===== config.mk =====
export PLATFORM = sky130hd
export DESIGN_NAME = muldiv_sequencer
export DESIGN_NICKNAME = d
export VERILOG_FILES = /design/src/rtl/muldiv_pkg.sv /design/src/rtl/muldiv_watchdog.sv /design/src/rtl/muldiv_sequencer.sv
export SDC_FILE = /design/constraint.sdc
export NUM_CORES = 1
export LEC_CHECK = 0
export BUFFER_PORTS_ARGS = -buffer_cell sky130_fd_sc_hd__buf_2
export CORE_ASPECT_RATIO = 1.5
export CORE_MARGIN = 10
export CORE_UTILIZATION = 38
export DETAILED_ROUTE_END_ITERATION = 8
export PLACE_DENSITY = 0.56
export SLEW_MARGIN = 25
export SYNTH_ARGS = -nofsm -noshare
export SYNTH_HDL_FRONTEND = slang
export SYNTH_HIERARCHICAL = 1
export SYNTH_SLANG_ARGS = --single-unit

===== constraint.sdc =====
create_clock -name clk -period 4.5 [get_ports clk]
set_input_delay 0.675 -clock clk [delete_from_list [all_inputs] [get_ports clk]]
set_output_delay 0.675 -clock clk [all_outputs]
set_load 0.01 [all_outputs]

===== src/rtl/muldiv_pkg.sv =====
// Shared encodings for the multiply/divide sequencer.
// States, op codes and exception causes seen by the control FSM.
package muldiv_pkg;

    typedef enum logic [2:0] {
        S_IDLE   = 3'b000,
        S_START  = 3'b001,
        S_WAIT   = 3'b010,
        S_COMMIT = 3'b011,
        S_EXC    = 3'b100
    } state_t;

    localparam logic [1:0] OP_MULT = 2'b00;
    localparam logic [1:0] OP_DIV  = 2'b01;

    localparam logic [2:0] EXC_NONE    = 3'b000;
    localparam logic [2:0] EXC_DIVZERO = 3'b100;
    localparam logic [2:0] EXC_TIMEOUT = 3'b101;
    localparam logic [2:0] EXC_ILLEGAL = 3'b110;

    function automatic logic op_legal(input logic [1:0] op);
        return (op == OP_MULT) || (op == OP_DIV);
    endfunction

endpackage


===== src/rtl/muldiv_watchdog.sv =====
// Wait-state watchdog: counts cycles spent waiting on a unit's done.
// expire is high on the last allowed wait cycle.
module muldiv_watchdog #(
    parameter int TIMEOUT_CYCLES = 64,
    parameter int CNT_W          = 10
) (
    input  logic clk,
    input  logic reset,
    input  logic clear,
    input  logic enable,
    output logic expire
);

    localparam logic [CNT_W-1:0] LAST = CNT_W'(TIMEOUT_CYCLES - 1);

    logic [CNT_W-1:0] count;

    always_ff @(posedge clk or negedge reset) begin
        if (!reset) begin
            count <= '0;
        end else if (clear) begin
            count <= '0;
        end else if (enable) begin
            count <= count + CNT_W'(1);
        end
    end

    assign expire = (count == LAST);

endmodule


===== src/rtl/muldiv_sequencer.sv =====
// Issues MULT/DIV start pulses, waits on done with a watchdog, then
// commits HI/LO or reports an exception; busy stalls the control FSM.
module muldiv_sequencer
    import muldiv_pkg::*;
#(
    parameter int TIMEOUT_CYCLES = 64,
    parameter int CNT_W          = 10
) (
    input  logic       clk,
    input  logic       reset,
    input  logic       req_valid,
    input  logic [1:0] req_op,
    output logic       req_ready,
    input  logic       abort,
    output logic       mult_start,
    input  logic       mult_done,
    output logic       div_start,
    input  logic       div_done,
    input  logic       div_by_zero,
    output logic       hilo_sel,
    output logic       hi_write,
    output logic       lo_write,
    output logic       busy,
    output logic       op_done,
    output logic       exc_valid,
    output logic [2:0] exc_code
);

    state_t     state;
    logic [1:0] op;
    logic [2:0] exc;
    logic       expire;
    logic       is_div;
    logic       done_sel;

    assign is_div   = (op == OP_DIV);
    assign done_sel = is_div ? div_done : mult_done;

    muldiv_watchdog #(
        .TIMEOUT_CYCLES(TIMEOUT_CYCLES),
        .CNT_W         (CNT_W)
    ) u_watchdog (
        .clk   (clk),
        .reset (reset),
        .clear (state == S_START),
        .enable(state == S_WAIT),
        .expire(expire)
    );

    always_ff @(posedge clk or negedge reset) begin
        if (!reset) begin
            state <= S_IDLE;
            op    <= OP_MULT;
            exc   <= EXC_NONE;
        end else begin
            unique case (state)
                S_IDLE: begin
                    if (req_valid && !abort) begin
                        if (op_legal(req_op)) begin
                            op    <= req_op;
                            state <= S_START;
                        end else begin
                            exc   <= EXC_ILLEGAL;
                            state <= S_EXC;
                        end
                    end
                end
                S_START: begin
                    state <= abort ? S_IDLE : S_WAIT;
                end
                S_WAIT: begin
                    // abort outranks done, div-by-zero and timeout
                    if (abort) begin
                        state <= S_IDLE;
                    end else if (done_sel && is_div && div_by_zero) begin
                        exc   <= EXC_DIVZERO;
                        state <= S_EXC;
                    end else if (done_sel) begin
                        state <= S_COMMIT;
                    end else if (expire) begin
                        exc   <= EXC_TIMEOUT;
                        state <= S_EXC;
                    end
                end
                S_COMMIT: begin
                    state <= S_IDLE;
                end
                S_EXC: begin
                    exc   <= EXC_NONE;
                    state <= S_IDLE;
                end
                default: begin
                    exc   <= EXC_NONE;
                    state <= S_IDLE;
                end
            endcase
        end
    end

    assign req_ready  = (state == S_IDLE);
    assign busy       = (state != S_IDLE);
    assign mult_start = (state == S_START) && !is_div;
    assign div_start  = (state == S_START) && is_div;
    assign hilo_sel   = is_div && ((state == S_START) ||
                                   (state == S_WAIT)  ||
                                   (state == S_COMMIT));
    assign hi_write   = (state == S_COMMIT);
    assign lo_write   = (state == S_COMMIT);
    assign op_done    = (state == S_COMMIT);
    assign exc_valid  = (state == S_EXC);
    assign exc_code   = exc;

endmodule


==> summary.txt <==
Run status
  • Outcome: finished, final reports clean

Final layout
  • Fill count: 277
  • Post-layout nets: 135
  • ANT cells: 0
  • Synthesis-to-finish area growth: 13.5%
  • Layout cells sized above 1: 0.274
  • Final std cells w/o fill: 161

Critical path
  • Setup CP Type: reg -> reg
  • Critical path's top delay family: simple AND/OR/NAND/NOR gates
  • Crit-path cells: or4_1 -> nor3_1 -> nor3b_1 -> o32a_4 -> mux2_4
  • CP peak stage delay: a little over 0.5 ns
  • Crit-path slowest cell: or4_1
  • CP Capture Type: flip-flop
  • CP arrival: 2.46 ns
  • Critical path fanouts, max: 4
  • CP Buf/Inv Count: 0
  • WP data required: 4.63 ns
  • Critical Path Source Type: flip-flop

Timing
  • Relative slew slack: 0.703
  • Slew Limit Fails: 0
  • Final setup fails: 0
  • Worst Tran Pin Value: approximately 0.44 ns
  • Fmax: 431 MHz
  • Tcrit/Tclk final: 0.516
  • Final hold vios: 0
  • Fin crit period: 2.32 ns
  • Hold Slack: 0.340 ns
  • RSZ-0062 raised after global routing: false
  • Clk_skew: 0.00538 ns
  • Sum Neg Setup Slack: 0 ns

Floorplanning
  • # rows: 23
  • I/O pins: 21
  • Die Area: 5370 µm²
  • Die X: approximately 63 µm
  • Die height: 84.9 µm
  • Starting density of the core: 0.399
  • Core Area: 2680 µm²

CTS
  • # resized after CTS: 0
  • Clk buf depth: 2
  • CTS root buf: clkbuf_8
  • Post-CTS Hold Buffers: 0
  • Worst-Skew Late Latency: 0.25 ns
  • Total clock buffers created by CTS: 3
  • Setup repair bufs after CTS: 0
  • H-tree level count: 1
  • Clock tree from TritonCTS: built
  • Clk sinks: 18
  • CTS clk-pin slew, worst paths: 0.07 ns

GRT
  • Vias in the first global route: 892
  • Total grt overflow: 0
  • Initial antenna violation count: 0
  • GRT Overall Usage: 0.0890
  • Largest net degree at the start of global routing: 19
  • Global-route wire length before repair: roughly 3.9 mm

Placed design
  • Detail Placement HPWL: 1.80 mm
  • Routability Congestion: 0.784
  • Placed cells: approximately 160
  • Number of port buffers: 20

Power
  • Max VDD drop: 183 µV
  • Pleak: 0.569 nW
  • Power Density: 536 nW/µm²

Drt
  • Overall routed net length: 2.29 mm
  • First-pass DRT Iterations: 2
  • DRC viols: 0
  • Drt wl/cell: about 14 µm
  • Via density: 5.09
  • Detail Route Antenna Nets: 0
  • Via count: 820
  • Initial drt markers: 15

Synth
  • Post-synth top area share: 0.422
  • Post-Synthesis Cell Area: between 1000 and 1500 µm²
  • Register area share after synthesis: 0.422
  • Gate Count Post-Synth: between 100 and 150
  • Yosys Warn Count: 6
  • #FFs+latches synth: 18
  • Synth area leaders: dfrtp_1 42%, nor2_1 4.2%, buf_6 3.2%
  • Syn avg cell area: 9.97 µm²
  • Syn nets: 117
  • Synth area leader: dfrtp_1
  • Synth cell types: 40

Hold path
  • Hold Crit Class: in -> async

Job
  • Max Cap Violations: 0
[registers in the layout (all words and copies together) (netlist names)]
signal and flops:
exc_code 3, op 2, state 3, u_watchdog/count 10
[Yosys cell counts]
library cell and n:
o21ai_0 3, buf_6 3, nand2b_2 1, a21boi_1 1
o31a_2 1, mux2_2 2, nand2_1 5, and4b_1 1
o21ba_1 1, o211ai_1 1, nand3_1 1, nor4_1 2
xor2_1 3, dfrtp_1 18, nand4_4 1, or4_1 3
clkbuf_1 1, mux2i_1 3, nor3b_1 2, or3_2 1
mux2_4 1, nor2_1 12, xnor2_1 1, nor2b_1 4
nor3b_4 1, or3_1 1, and3b_2 1, inv_1 6
ha_1 1, buf_2 1, and2_1 2, a21oi_1 6
nand4_1 2, o31ai_1 3, nor3_1 5, o21a_1 1
o32a_4 1, nand2b_1 1, a31oi_1 1, buf_4 2
[cell usage in the layout (no fill, tap or decap), types with 4 or more instances in the layout]
master,n
buf_2,20
dfrtp_1,18
nor2_1,12
inv_1,6
a21oi_1,6
nor3_1,5
nand2_1,5
nor2b_1,4
clkbuf_8,4
[stage by stage]
| stage | area (µm²) | util | worst slack, ns | power, mW |
|---|---|---|---|---|
| floorplan | 1070 | - | 2.50 | 0.465 |
| global placement | 1160 | 0.432 | 2.25 | 0.524 |
| detailed placement | 1160 | 0.432 | 2.28 | 0.528 |
| CTS | 1210 | 0.453 | 2.26 | 0.662 |
| global route | 1210 | 0.453 | 2.06 | 0.709 |
| finish | 1210 | 0.453 | 2.18 | 0.649 |
[path summary, 6_finish.rpt]
kind / depth (start not counted) / slack, ns / to / start
min: 1 / 0.34 / u_watchdog/count[7] / reset
max in group asynchronous: 1 / 3.87 / u_watchdog/count[4] / reset
max reg2reg: 5 / 2.18 / exc_code[1] / u_watchdog/count[8]
max: 5 / 2.18 / exc_code[1] / u_watchdog/count[8]
min in group clk: 1 / 0.51 / exc_code[1] / exc_code[1]
min reg2reg: 1 / 0.51 / exc_code[1] / exc_code[1]
[cell families (layout without fill, tap and decap cells)]
kind of cell / after synthesis / count (layout) / synth area share
simple gates: 46 / 46 / 0.265
compound gates: 19 / 19 / 0.130
buf+inv: 13 / 30 / 0.0750
flops: 18 / 18 / 0.422
mux: 6 / 6 / 0.0633
xor+xnor: 4 / 4 / 0.0328
fa+ha+maj: 1 / 1 / 0.0117
[power breakdown]
group	switching, mW	internal [mW]
clock	0.0523	0.0776
combinational	0.143	0.128
sequential	0.0488	0.199
[final cells by class]
| class | count | area (µm²) | share of cell area |
|---|---|---|---|
| inverters | 6 | 22.5 | 0.0186 |
| clock buffers | 4 | 55.1 | 0.0455 |
| flip-flops and latches | 18 | 450 | 0.372 |
| repair buffers | 20 | 100 | 0.0826 |
| well taps | 37 | 46.3 | 0.0382 |
| multi-input cells | 76 | 537 | 0.443 |
[metal layers]
layer / vias to the layer above / GRT usage / share of wire
li1: 410 / - / -
met1: 396 / 0.0871 / 0.41
met2: 12 / 0.168 / 0.54
met3: 2 / 0.0237 / 0.042
met4: 0 / 0.0419 / 0.0079
met5: - / 0 / 0
Note: power is estimated with default switching activity, not from simulation.
